$ cat src/rtl/lb_arbiter.sv
// Round-robin local-bus arbiter: serialises up to four requesters onto one strobe/read bus.
// Optional per-port grant counters are built when LB_ARB_COUNT_EN is defined.
module lb_arbiter #(
    parameter int unsigned NREQ     = 2,
    parameter int unsigned READ_LAT = 2
) (
    input  logic                 clk_i,
    input  logic                 rst_ni,
    input  logic [NREQ-1:0]      req_i,
    input  logic [NREQ-1:0]      rd_i,
    input  logic [NREQ-1:0]      lock_i,
    input  logic [24*NREQ-1:0]   addr_i,
    input  logic [32*NREQ-1:0]   wdata_i,
    output logic [NREQ-1:0]      ack_o,
    output logic [31:0]          rdata_o,
    output logic [1:0]           gnt_id_o,
    output logic                 busy_o,
    output logic [23:0]          lb_addr_o,
    output logic                 lb_strobe_o,
    output logic                 lb_rd_o,
    output logic [31:0]          lb_wdata_o,
    input  logic [31:0]          lb_rdata_i,
    output logic [16*NREQ-1:0]   stat_cnt_o
);

    typedef enum logic [1:0] {StIdle, StIssue, StWait} state_e;

    state_e          state_q, state_d;
    logic [2:0]      cnt_q, cnt_d;
    logic [1:0]      ptr_q, ptr_d;
    logic [1:0]      gnt_q, gnt_d;
    logic [NREQ-1:0] ack_q, ack_d;
    logic [31:0]     rdata_q, rdata_d;
    logic [31:0]     wdata_q, wdata_d;
    logic [23:0]     addr_q, addr_d;
    logic            rd_q, rd_d;
    logic            strobe_q, busy_q;
    logic            arm_q;

    logic [3:0]      req4;
    logic [1:0]      idx, sel;
    logic            found;
    logic [23:0]     pick_addr;
    logic [31:0]     pick_wdata;
    logic            pick_rd, pick_lock;
    logic [NREQ-1:0] gnt_oh;

    assign req4 = 4'(req_i);

    // First requester at or after ptr, searching upward modulo NREQ.
    always_comb begin
        sel   = ptr_q;
        idx   = '0;
        found = 1'b0;
        for (int unsigned i = 0; i < NREQ; i++) begin
            idx = 2'((32'(ptr_q) + i) % NREQ);
            if (req4[idx] && !found) begin
                sel   = idx;
                found = 1'b1;
            end
        end
    end

    always_comb begin
        pick_addr  = '0;
        pick_wdata = '0;
        pick_rd    = 1'b0;
        pick_lock  = 1'b0;
        gnt_oh     = '0;
        for (int k = 0; k < int'(NREQ); k++) begin
            if (sel == 2'(k)) begin
                pick_addr  = addr_i[24*k +: 24];
                pick_wdata = wdata_i[32*k +: 32];
                pick_rd    = rd_i[k];
                pick_lock  = lock_i[k];
            end
            gnt_oh[k] = (gnt_q == 2'(k));
        end
    end

    always_comb begin
        state_d = state_q;
        cnt_d   = cnt_q;
        ptr_d   = ptr_q;
        gnt_d   = gnt_q;
        addr_d  = addr_q;
        wdata_d = wdata_q;
        rd_d    = rd_q;
        rdata_d = rdata_q;
        ack_d   = '0;
        unique case (state_q)
            StIdle: begin
                if (arm_q && found) begin
                    gnt_d   = sel;
                    addr_d  = pick_addr;
                    wdata_d = pick_wdata;
                    rd_d    = pick_rd;
                    if (pick_lock) ptr_d = sel;
                    else           ptr_d = (sel == 2'(NREQ - 1)) ? 2'd0 : sel + 2'd1;
                    state_d = StIssue;
                end
            end
            StIssue: begin
                if (rd_q) begin
                    cnt_d   = 3'(READ_LAT - 1);
                    state_d = StWait;
                end else begin
                    ack_d   = gnt_oh;
                    state_d = StIdle;
                end
            end
            StWait: begin
                if (cnt_q == 3'd0) begin
                    rdata_d = lb_rdata_i;
                    ack_d   = gnt_oh;
                    state_d = StIdle;
                end else begin
                    cnt_d = cnt_q - 3'd1;
                end
            end
            default: state_d = StIdle;
        endcase
    end

    // arm_q holds off the first grant until one clock after reset release.
    always_ff @(posedge clk_i or negedge rst_ni) begin
        if (!rst_ni) begin
            state_q  <= StIdle;
            cnt_q    <= '0;
            ptr_q    <= '0;
            gnt_q    <= '0;
            addr_q   <= '0;
            wdata_q  <= '0;
            rd_q     <= 1'b0;
            rdata_q  <= '0;
            ack_q    <= '0;
            strobe_q <= 1'b0;
            busy_q   <= 1'b0;
            arm_q    <= 1'b0;
        end else begin
            state_q  <= state_d;
            cnt_q    <= cnt_d;
            ptr_q    <= ptr_d;
            gnt_q    <= gnt_d;
            addr_q   <= addr_d;
            wdata_q  <= wdata_d;
            rd_q     <= rd_d;
            rdata_q  <= rdata_d;
            ack_q    <= ack_d;
            strobe_q <= (state_d == StIssue);
            busy_q   <= (state_d != StIdle);
            arm_q    <= 1'b1;
        end
    end

    assign ack_o       = ack_q;
    assign rdata_o     = rdata_q;
    assign gnt_id_o    = gnt_q;
    assign busy_o      = busy_q;
    assign lb_addr_o   = addr_q;
    assign lb_strobe_o = strobe_q;
    assign lb_rd_o     = rd_q;
    assign lb_wdata_o  = wdata_q;

`ifdef LB_ARB_COUNT_EN
    logic [16*NREQ-1:0] stat_q;

    always_ff @(posedge clk_i or negedge rst_ni) begin
        if (!rst_ni) begin
            stat_q <= '0;
        end else begin
            for (int k = 0; k < int'(NREQ); k++) begin
                if (state_q == StIdle && state_d == StIssue && sel == 2'(k) &&
                    stat_q[16*k +: 16] != 16'hFFFF) begin
                    stat_q[16*k +: 16] <= stat_q[16*k +: 16] + 16'd1;
                end
            end
        end
    end

    assign stat_cnt_o = stat_q;
`else
    assign stat_cnt_o = '0;
`endif

endmodule

$ cat config.mk
export PLATFORM = sky130hd
export DESIGN_NAME = lb_arbiter
export DESIGN_NICKNAME = d
export VERILOG_FILES = /design/src/rtl/lb_arbiter.sv
export SDC_FILE = /design/constraint.sdc
export NUM_CORES = 1
export LEC_CHECK = 0
export BUFFER_PORTS_ARGS = -buffer_cell sky130_fd_sc_hd__buf_2
export CORE_AREA = 2 2 108 110
export CTS_BUF_LIST = sky130_fd_sc_hd__clkbuf_4
export DETAILED_ROUTE_END_ITERATION = 12
export DIE_AREA = 0 0 110 112
export HOLD_SLACK_MARGIN = 0.06
export PLACE_DENSITY = 0.85
export SETUP_SLACK_MARGIN = 0.05
export SYNTH_ARGS = -nofsm -noshare
export SYNTH_HDL_FRONTEND = slang
export SYNTH_SLANG_ARGS = --single-unit
$ cat constraint.sdc
create_clock -name clk_i -period 2.55 [get_ports clk_i]
set_clock_uncertainty 0.2 [all_clocks]
set_input_delay 0.3825 -clock clk_i [delete_from_list [all_inputs] [get_ports clk_i]]
set_output_delay 0.3825 -clock clk_i [all_outputs]
set_load 0.1 [all_outputs]
## Yosys cells after proc, flatten, opt, wreduce, memory -nomap -nowiden

Index checks and enable logic that the tools add are counted.

- Output and inout bits: 127
- Logic and storage cells: 64
- Flip-flop bits (word level): 103
- Input port bits: 152

- Equal/unequal tests: 7
- Reduce and logical (&&, ||, !) cells: 12
- Magnitude comparators: 2
- Add/subtract/negate cells: 3
- Mux-type cells: 28

Operators by type and width:

| cell | count |
|---|---|
| two-way mux 32 bit | 2 |
| two-way mux 24 bit | 2 |
| two-way mux 2 bit | 9 |
| two-way mux 1 bit | 10 |
| == test 2 x 1 -> 1 bit (second input constant) | 4 |
| zero test 2 bit | 3 |
| < comparator 1 x 3 -> 1 bit (second input constant) | 2 |
| two-way mux 3 bit | 2 |
| case mux 2 bit (3 select lines) | 1 |
| case mux 3 bit (2 select lines) | 1 |
| != test 2 bit (second input constant) | 2 |
| case mux 2 bit (2 select lines) | 1 |
| AND reduction 2 bit | 2 |
| nonzero test 2 bit | 2 |
| zero test 3 bit | 1 |
| AND reduction 3 bit | 1 |
| subtractor 3 x 1 -> 3 bit (second input constant) | 1 |
| adder 2 x 1 -> 2 bit (second input constant) | 1 |
| == test 2 bit (second input constant) | 1 |
| logical AND 1 bit | 2 |
| adder 1 bit (second input constant) | 1 |
| zero test 1 bit | 1 |

## Longest topological paths before layout

- Depth in word-level cells: 10
- Mapped depth: 7
- Gate-level depth less buffers: 6

## Least setup slack after synthesis

No wires, ideal clock.

- Kind: reg2reg
- Start point: reg cnt_q[0]
- End point: reg rdata_q[10], in the netlist rdata_o[10]
- Path slack: 0.649 ns
- Period minus slack after synthesis: 1.901 ns
- Library setup time: 0.126 ns
- Buffers on the path: 2
- Arrival time: 1.575 ns
- Data required time: 2.224 ns
- Cell stages (with the launch flop): 8
- Cells stage by stage: dfrtp_1 inv_1 ha_1 ha_1 buf_2 nand2_1 buf_2 mux2_2

- Cells in the longest elaborated chain, start to end: 2

Ends and longest elaborated chain:

| what | RTL line | RTL |
|---|---|---|
| from (decl) | 29 | `logic [2:0] cnt_q, cnt_d;` |
| from (signal assigned) | 142 | `cnt_q <= cnt_d;` |
| zero test 3 bit | 113 | `if (cnt_q == 3'd0) begin` |
| AND reduction 2 bit (no line) | n/a |  |
| to (signal assigned) | 148 | `rdata_q <= rdata_d;` |
| to (decl) | 33 | `logic [31:0] rdata_q, rdata_d;` |

No other way between the ends.
A chain may end at the register's enable or synchronous reset.

## Final worst setup path

- Start point: reg state_q[1]
- End point: reg addr_q[16], in the netlist lb_addr_o[16]

- Cells in the longest elaborated chain, start to end: 2

Ends and longest elaborated chain:

| what | RTL line | RTL |
|---|---|---|
| from (decl) | 28 | `state_e state_q, state_d;` |
| from (signal assigned) | 128 | `state_q <= StIdle;` |
| from (signal assigned) | 141 | `state_q <= state_d;` |
| zero test 2 bit | 91 | `unique case (state_q)` |
| AND reduction 2 bit (no line) | n/a |  |
| to (signal assigned) | 145 | `addr_q <= addr_d;` |
| to (decl) | 35 | `logic [23:0] addr_q, addr_d;` |

No other way between the ends.

==> results_dict.tcl <==
set metrics [dict create \
    row_count 39 \
    worst_pin_slew_ns 0.734 \
    track_usage 0.252 \
    clk-insertion-delay-late_ns 0.44 \
    relSlewSlack 0.511 \
    syn_avg_cell_area_sq_um 12.9 \
    synth_edf_count 0 \
    gp_congestion 0.813 \
    reg2regPathDepth 6 \
    ys.flop_type "dfrtp_1" \
    syn_area_sq_um 4630 \
    synth-seq-cells 102 \
    synth_fa_ha_area_frac 0.0162 \
    critical_path_class "reg2reg" \
    dieArea_sq_um 12300 \
    ioPinCount 279 \
    die_w_um 110 \
    dp_hpwl_mm 9.02 \
    final_core_util 0.670 \
    synthCells 359 \
    layout-drive-gt1-share 0.406 \
    crit_arrival_ns 2.47 \
    synth_top_family_by_area "compound AO/OA/AOI/OAI gates" \
    clockRootBuffer "clkbuf_4" \
    async_flop_share 1.00 \
    vias 4607 \
    grt_pass1_wl_mm 23.8 \
    maxCapViolCount 0 \
    min_path_type "in2async" \
    reg2reg_to "lb_addr_o[16]$_DFFE_PN0P_" \
    tns_ns 0 \
    die_h_um 112 \
    r2r_start "state_q[1]$_DFF_PN0_" \
    antenna_cells 0 \
    wirelength_mm 15.9 \
    grt_max_degree 45 \
    yosys.area_share.xor_xnor 0 \
    cts_buffers 9 \
    drv_slew 0 \
    crit_family "compound AO/OA/AOI/OAI gates" \
    htreeDepth 3 \
    drc 0 \
    layout.nets 910 \
    fin_crit_sh 0.892 \
    synth-simple-area-share 0.104 \
    ant_nets 0 \
    port_buffers 246 \
    start_kind "flop" \
    synth-compound-area-share 0.158 \
    wl_per_cell_um 17.7 \
    fmax_mhz 440 \
    clkTransAtPathRegs_ns 0.17 \
    ys_seq_area_frac 0.551 \
    worstPathMaxFanout 31 \
    status "finished, final reports clean" \
    crit_chain "inv_1 > ha_1 > nand3_1 > a21oi_4 > buf_4 > a221o_1" \
    synth_warnings 0 \
    synth_mux_area_frac 0.0778 \
    setup_violations 0 \
    synth_cell_types 33 \
    antenna_found_initial 0 \
    rsz0062_at_grt "no" \
    fillers 774 \
    cts_tree "done" \
    slowest_stage "dfrtp_1" \
    max_stage_delay_ns 0.47 \
    r2r_slack_ns 0.28 \
    grt_pass1_vias 4876 \
    finalHoldViolCount 0 \
    cp.depth 6 \
    clockBufferDepth 2 \
    syn2layout_area_growth_pct 61.5 \
    cts_sinks 102 \
    drt-initial-drc-count 280 \
    critPathCaptureType "flop" \
    start_util 0.415 \
    crit_buf_inv 2 \
    drt_pass1_iterations 5 \
    core-area_sq_um 11200 \
    routed_via_density 5.12 \
    crit_required_ns 2.74 \
    cts_resized 0 \
    overflow 0 \
    final.min_clock_period_ns 2.27 \
]
## area by class of cell
class                      instances  area (sq um)  area share
timing repair buffer             404          2810       0.375
multi-input combinational        229          1800       0.240
tap                              143           179      0.0239
sequential                       102          2550       0.341
clock buffer                       9          67.6     0.00903
inverter                           6          22.5     0.00301
clock inverter                     7          57.6     0.00769
## flip-flops by register name (all words and copies together), names as in the netlist
register     flops
lb_wdata_o      32
rdata_o         32
lb_addr_o       24
cnt_q            3
ack_o            2
gnt_id_o         2
state_q          2
arm_q            1
busy_o           1
lb_rd_o          1
lb_strobe_o      1
ptr_q            1
## stage by stage
stage               worst slack [ns]  hold slack (ns)  cell area (sq um)  std cells
finish                         0.276            0.113               7480        900
global route                   0.169           0.0851               7480        900
CTS                            0.165           0.0906               7470        899
detailed placement             0.177           0.0638               5860        734
global placement               0.271           0.0638               5860        734
floorplan                      0.649           -0.113               4750        390
## synthesized netlist by cell type, drive strengths merged (2+ instances only)
master | count | share of area
ha | 6 | 0.016
buf | 53 | 0.085
nand3 | 2 | 0.0022
nor2 | 2 | 0.0016
mux2 | 32 | 0.078
conb | 2 | 0.0016
and2 | 60 | 0.081
o31ai | 2 | 0.0032
nor2b | 2 | 0.0027
a22o | 2 | 0.0038
nand2 | 5 | 0.0041
a221o | 58 | 0.13
a21o | 2 | 0.0032
inv | 6 | 0.0049
a21oi | 4 | 0.0059
a31oi | 2 | 0.0027
nand2b | 3 | 0.0041
dfrtp | 102 | 0.55
o21ai | 4 | 0.0043
## repair_timing
action / in CTS / in global routing
buffers inserted: 0 / 0
hold endpoints to repair: 192 / 0
endpoints found under the setup margin: 0 / 31
hold buffers: 149 / 0
## cell usage in the layout (no fill, tap or decap), types with 2 or more instances in the layout
master | Yosys | layout
buf_2 | 9 | 245
dfrtp_1 | 102 | 102
nand3_1 | 2 | 2
clkinv_4 | 0 | 4
mux2_2 | 32 | 32
o21ai_0 | 4 | 4
inv_1 | 6 | 6
nand2b_1 | 3 | 3
conb_1 | 2 | 33
and2_1 | 28 | 28
nor2_1 | 2 | 2
o31ai_1 | 2 | 2
a21o_1 | 2 | 2
and2_0 | 32 | 32
a31oi_1 | 2 | 2
ha_1 | 6 | 6
inv_6 | 0 | 2
a22o_1 | 2 | 2
buf_4 | 39 | 9
clkbuf_4 | 0 | 9
a21oi_1 | 2 | 2
nand2_1 | 5 | 5
a221o_1 | 58 | 58
dlygate4sd3_1 | 0 | 149
nor2b_1 | 2 | 2
a21oi_4 | 0 | 2
## cells by family after synthesis
logic type,Yosys count
other cells,2
fa+ha+maj,6
simple gates,79
compound gates,78
mux,32
flops,102
buf+inv,60
## layer usage
| layer | share of wire | GRT usage |
|---|---|---|
| met1 | 0.37 | 0.285 |
| met2 | 0.49 | 0.421 |
| met3 | 0.090 | 0.0615 |
| met4 | 0.049 | 0.157 |
| met5 | 0 | 0 |
## how the worst max path moves through the flow
stage / start / end
6_report: state_q[1]$_DFF_PN0_ / lb_addr_o[16]$_DFFE_PN0P_
3_3_place_gp: state_q[1]$_DFF_PN0_ / lb_wdata_o[5]$_DFFE_PN0P_
5_1_grt: state_q[1]$_DFF_PN0_ / lb_addr_o[13]$_DFFE_PN0P_
2_1_floorplan: cnt_q[0]$_DFFE_PN0P_ / rdata_o[10]$_DFFE_PN0P_
3_5_place_dp: state_q[1]$_DFF_PN0_ / lb_wdata_o[2]$_DFFE_PN0P_
4_1_cts: state_q[1]$_DFF_PN0_ / lb_addr_o[17]$_DFFE_PN0P_
## worst register-to-register path, cell delays in order, from the launching register on
cell and delay (ns):
dfrtp_1 0.47, inv_1 0.11, ha_1 0.19, nand3_1 0.19, a21oi_4 0.42, buf_4 0.42
a221o_1 0.23
Power is left out: the tool's default activity adds up to more than one toggle a clock period on the data nets, which glitch-free logic cannot reach.
